<file path="config.mk">
export PLATFORM = sky130hd
export DESIGN_NAME = pwm_capture
export DESIGN_NICKNAME = d
export VERILOG_FILES = /design/src/rtl/pwm_capture.sv
export SDC_FILE = /design/constraint.sdc
export NUM_CORES = 1
export LEC_CHECK = 0
export ABC_AREA = 1
export ABC_CLOCK_PERIOD_IN_PS = 2100
export CORE_AREA = 5 5 88 90
export CTS_CLUSTER_SIZE = 40
export DETAILED_ROUTE_END_ITERATION = 10
export DIE_AREA = 0 0 93 95
export PLACE_DENSITY = 0.7
export SYNTH_ARGS = -nofsm -noshare
export SYNTH_HDL_FRONTEND = slang
export SYNTH_SLANG_ARGS = --single-unit
</file>
<file path="constraint.sdc">
create_clock -name clk -period 2.1 [get_ports clk]
set_input_delay 0.42 -clock clk [delete_from_list [all_inputs] [get_ports clk]]
set_output_delay 0.42 -clock clk [all_outputs]
set_load 0.02 [all_outputs]
</file>
<file path="src/rtl/pwm_capture.sv">
// Measures period and high time of an asynchronous PWM input in clk cycles.
// A pin edge reaches the FSM four clk edges after it occurs; flags a static input after TIMEOUT.
module pwm_capture #(
    parameter int CNT_W   = 16,
    parameter int TIMEOUT = 65535
) (
    input  logic             clk,
    input  logic             rst,
    input  logic             pwm_in,
    output logic [CNT_W-1:0] period,
    output logic [CNT_W-1:0] high_time,
    output logic             meas_valid,
    output logic             static_flag,
    output logic             static_level
);

    localparam logic [CNT_W-1:0] CNT_MAX = {CNT_W{1'b1}};
    localparam logic [CNT_W-1:0] CNT_ONE = CNT_W'(1);
    localparam logic [CNT_W-1:0] TO_VAL  = CNT_W'(TIMEOUT);

    typedef enum logic [1:0] {
        WAIT_RISE = 2'd0,
        HIGH      = 2'd1,
        LOW       = 2'd2
    } state_t;

    logic             r_s1, r_s2, r_s3;
    logic             r_rise, r_fall;
    state_t           r_state, w_state_nxt;
    logic [CNT_W-1:0] r_cnt_per, w_cnt_per_nxt;
    logic [CNT_W-1:0] r_cnt_hi, w_cnt_hi_nxt;
    logic [CNT_W-1:0] r_period, w_period_nxt;
    logic [CNT_W-1:0] r_high, w_high_nxt;
    logic             r_valid, w_valid_nxt;
    logic             r_static, w_static_nxt;
    logic             r_level, w_level_nxt;
    logic [CNT_W-1:0] w_cnt_inc;
    logic             w_timeout;

    // Edge strobes are registered so the FSM sees a clean single-cycle event.
    always_ff @(posedge clk) begin
        if (rst) begin
            r_s1   <= 1'b0;
            r_s2   <= 1'b0;
            r_s3   <= 1'b0;
            r_rise <= 1'b0;
            r_fall <= 1'b0;
        end else begin
            r_s1   <= pwm_in;
            r_s2   <= r_s1;
            r_s3   <= r_s2;
            r_rise <= r_s2 & ~r_s3;
            r_fall <= ~r_s2 & r_s3;
        end
    end

    always_ff @(posedge clk) begin
        if (rst) begin
            r_state   <= WAIT_RISE;
            r_cnt_per <= '0;
            r_cnt_hi  <= '0;
            r_period  <= '0;
            r_high    <= '0;
            r_valid   <= 1'b0;
            r_static  <= 1'b0;
            r_level   <= 1'b0;
        end else begin
            r_state   <= w_state_nxt;
            r_cnt_per <= w_cnt_per_nxt;
            r_cnt_hi  <= w_cnt_hi_nxt;
            r_period  <= w_period_nxt;
            r_high    <= w_high_nxt;
            r_valid   <= w_valid_nxt;
            r_static  <= w_static_nxt;
            r_level   <= w_level_nxt;
        end
    end

    assign w_cnt_inc = (r_cnt_per == CNT_MAX) ? r_cnt_per : r_cnt_per + CNT_ONE;
    assign w_timeout = (r_cnt_per >= TO_VAL);

    always_comb begin
        w_state_nxt   = r_state;
        w_cnt_per_nxt = r_cnt_per;
        w_cnt_hi_nxt  = r_cnt_hi;
        w_period_nxt  = r_period;
        w_high_nxt    = r_high;
        w_valid_nxt   = 1'b0;
        w_static_nxt  = r_static;
        w_level_nxt   = r_level;
        case (r_state)
            WAIT_RISE: begin
                // First rise only establishes the phase; nothing is published.
                if (r_rise) begin
                    w_state_nxt   = HIGH;
                    w_cnt_per_nxt = CNT_ONE;
                    w_cnt_hi_nxt  = '0;
                    w_static_nxt  = 1'b0;
                end
            end
            HIGH: begin
                if (w_timeout) begin
                    w_state_nxt   = WAIT_RISE;
                    w_cnt_per_nxt = '0;
                    w_cnt_hi_nxt  = '0;
                    w_period_nxt  = '0;
                    w_high_nxt    = '0;
                    w_static_nxt  = 1'b1;
                    w_level_nxt   = r_s2;
                end else if (r_fall) begin
                    w_state_nxt   = LOW;
                    w_cnt_hi_nxt  = r_cnt_per;
                    w_cnt_per_nxt = w_cnt_inc;
                end else begin
                    w_cnt_per_nxt = w_cnt_inc;
                end
            end
            LOW: begin
                // A rise coinciding with timeout still publishes.
                if (r_rise) begin
                    w_state_nxt   = HIGH;
                    w_period_nxt  = r_cnt_per;
                    w_high_nxt    = r_cnt_hi;
                    w_valid_nxt   = 1'b1;
                    w_cnt_per_nxt = CNT_ONE;
                end else if (w_timeout) begin
                    w_state_nxt   = WAIT_RISE;
                    w_cnt_per_nxt = '0;
                    w_cnt_hi_nxt  = '0;
                    w_period_nxt  = '0;
                    w_high_nxt    = '0;
                    w_static_nxt  = 1'b1;
                    w_level_nxt   = r_s2;
                end else begin
                    w_cnt_per_nxt = w_cnt_inc;
                end
            end
            default: begin
                w_state_nxt   = WAIT_RISE;
                w_cnt_per_nxt = '0;
            end
        endcase
    end

    assign period       = r_period;
    assign high_time    = r_high;
    assign meas_valid   = r_valid;
    assign static_flag  = r_static;
    assign static_level = r_level;

endmodule

</file>
==> results_dict.tcl <==
set metrics [dict create \
    clock-root-buffer "clkbuf_8" \
    route.detailed.vias_per_inst 5.21 \
    arrival_ns 2.16 \
    fraction_of_layout_cells_with_a_size_suffix_above_1 0.0900 \
    synth-async-reset-ratio 0 \
    pin_count_of_the_biggest_net_entering_global_routing 44 \
    total_power_mw 4.56 \
    crit_required_ns 2.38 \
    fin_crit_sh 0.896 \
    cp_startpoint "r_cnt_per[1]" \
    power_density_nw_per_um2 1150 \
    sequentialPowerShare 0.368 \
    ys_types 29 \
    start_util 0.467 \
    finalHoldWorstSlack_ns 0.411 \
    rsz_0062_raised_after_global_routing "no" \
    count_of_flip_flops_with_a_built_in_enable_after_synthesis 0 \
    outcome "complete, no violations" \
    cts_buffers 9 \
    worstMarginPinSlew_ns 0.454 \
    hold_viol_final 0 \
    synthesis.nets 466 \
    ctsLongestPathBuffers 2 \
    slack_of_the_worst_reg_to_reg_path_ns 0.22 \
    wl_per_cell_um 13.5 \
    critPathCaptureType "flop" \
    placementRows 31 \
    layout.nets 503 \
    finalWeightedCongestion 0.966 \
    area_growth_pct 21.8 \
    worstSetupStartpointType "flop" \
    antenna_left 0 \
    seq_total_area_yosys 0.454 \
    grt_first_pass_wirelength_um 13500 \
    layout_common_cells "nand2_1, nand3_1, dfxtp_1" \
    place.detailed.hpwl_um 5410 \
    dieWidth_um 93 \
    avgSynthCellArea_um2 7.12 \
    synthDominantAreaCellType "dfxtp_1" \
    minimum_clock_period_after_layout_ns 1.88 \
    netlist_top_cells_area "dfxtp_1, nand3_1, nand2_1" \
    postCtsHoldBufs 0 \
    final_common_cell "nand2_1" \
    drt_first_iter_violations 212 \
    cts_sinks 74 \
    min_delay_path_depth 1 \
    total_leakage_power_nw 1.52 \
    portBuffers 37 \
    layoutNonFillerInstCount 582 \
    fp.dieArea_um2 8840 \
    synth_flop_cell "dfxtp_1" \
    yosysWarnings 0 \
    path_max_fanout 11 \
    vdd_ir_drop_max_mv 0.713 \
    rr_worst_depth 10 \
    switching_power_mw 1.75 \
    cts.reportedPaths.clkPinSlew_ns 0.08 \
    slew_violations 0 \
    setup_violations 0 \
    clock_latency_ns 0.35 \
    final.setup.tns_ns 0 \
    cts_tree "yes" \
    drc_errors 0 \
    share_clk_of_total_power 0.274 \
    grt_antenna_before_repair 0 \
    combPwrFrac 0.358 \
    path_type_of_the_worst_setup_path "flop to flop" \
    cts-htree-levels 3 \
    syn_inst 458 \
    global_route.overflow_total 0 \
    switching_share 0.384 \
    clock_skew_ns 0.00766 \
    rr_startpoint "r_cnt_per[1]" \
    power.internal_mw 2.81 \
    max_slew_margin 0.697 \
    grt_pass1_vias 2864 \
    clock.fmax_mhz 531 \
    dr.pass1.iters 4 \
    critPathCapture "static_level" \
    placedCellCount 566 \
    via_count 3034 \
    regToRegEndpoint "static_level" \
    syn-cell-area_um2 3260 \
    ys_seq_elements 74 \
    max-cap-violations 0 \
    count_of_inserted_antenna_diode_cells 0 \
    design.portCount 38 \
    area_of_the_core_um2 6980 \
    global_route_usage_sum 0.193 \
    die_height_um 95 \
    synth_top_cell_area_share 0.454 \
    final_wirelength_um 7870 \
    min_path_type "flop to flop" \
]
[routing by layer]
layer	global-route usage	up-vias	wire (µm)
li1	-	1557	-
met1	0.250	1361	3570
met2	0.295	92	3580
met3	0.0550	24	458
met4	0.0965	0	263
met5	0	-	0
[sequential cells by signal (all words and copies together) (netlist names)]
register,cells
high_time,16
period,16
r_cnt_hi,16
r_cnt_per,16
r_state,2
meas_valid,1
r_fall,1
r_rise,1
r_s1,1
r_s2,1
r_s3,1
static_flag,1
static_level,1
[layout make-up]
cell class | count | area (µm²)
Clock buffer | 10 | 138
Clock inverter | 6 | 88.8
Fill cell | 661 | 3010
Inverter | 36 | 135
Multi-Input combinational cell | 322 | 1540
Sequential cell | 74 | 1480
Tap cell | 82 | 103
Timing Repair Buffer | 52 | 483
[timing repair]
action                                  in CTS  in global routing
hold endpoints to repair                     0                  0
buffers inserted                             0                  0
endpoints found under the setup margin       0                  9
gates resized for setup                      0                  2
[worst max-delay path, stage by stage, from the launching register on]
cell	delay [ns]
dfxtp_1	0.43
ha_1	0.21
nand2_1	0.10
nor2_1	0.13
nand2_2	0.14
nor2_8	0.19
nand2_1	0.09
buf_4	0.18
nor2_1	0.14
o21ai_0	0.09
a21oi_1	0.11
[cell usage after synthesis, types with 3 or more instances]
master    instances
nor3_1            9
nor3b_1           3
nand2_1          79
buf_2             4
buf_1             3
nor2_1           73
inv_1            33
dfxtp_1          74
ha_1              5
nand2_2           5
a21oi_1          49
clkbuf_1         18
o21ai_0           4
nand3_1          78
[power by group through the flow]
stage | Clock (mW) | Sequential (mW) | Combinational (mW)
after CTS | 1.27 | 1.68 | 1.60
after floorplan | 0 | 1.69 | 1.23
after global placement | 0 | 1.70 | 1.56
after global routing | 1.36 | 1.70 | 1.86
after detailed placement | 0 | 1.71 | 1.60
final | 1.25 | 1.68 | 1.63
[per-stage QoR]
| stage | area, µm² | util | setup slack, ns |
|---|---|---|---|
| detailed placement | 3740 | 0.535 | 0.191 |
| CTS | 3960 | 0.568 | 0.168 |
| global route | 3970 | 0.569 | 0.0383 |
| finish | 3970 | 0.569 | 0.218 |
| floorplan | 3260 | - | 0.462 |
| global placement | 3740 | 0.535 | 0.278 |
[kinds of logic (layout without fill, tap and decap cells)]
| family | after synthesis | count (layout) | share of synthesized area |
|---|---|---|---|
| simple gates | 258 | 258 | 0.355 |
| flops | 74 | 74 | 0.454 |
| buf+inv | 62 | 104 | 0.0752 |
| compound gates | 57 | 57 | 0.0909 |
| fa+ha+maj | 5 | 5 | 0.0192 |
| xor+xnor | 2 | 2 | 0.00537 |
[worst min path at each step]
stage	start	end
after global routing	r_s2	r_fall
after CTS	r_s2	r_fall
after detailed placement	r_s2	r_fall
after floorplan	r_s1	r_s2
after global placement	r_s1	r_s2
final	r_s2	r_fall
(Power assumes the default switching activity.)
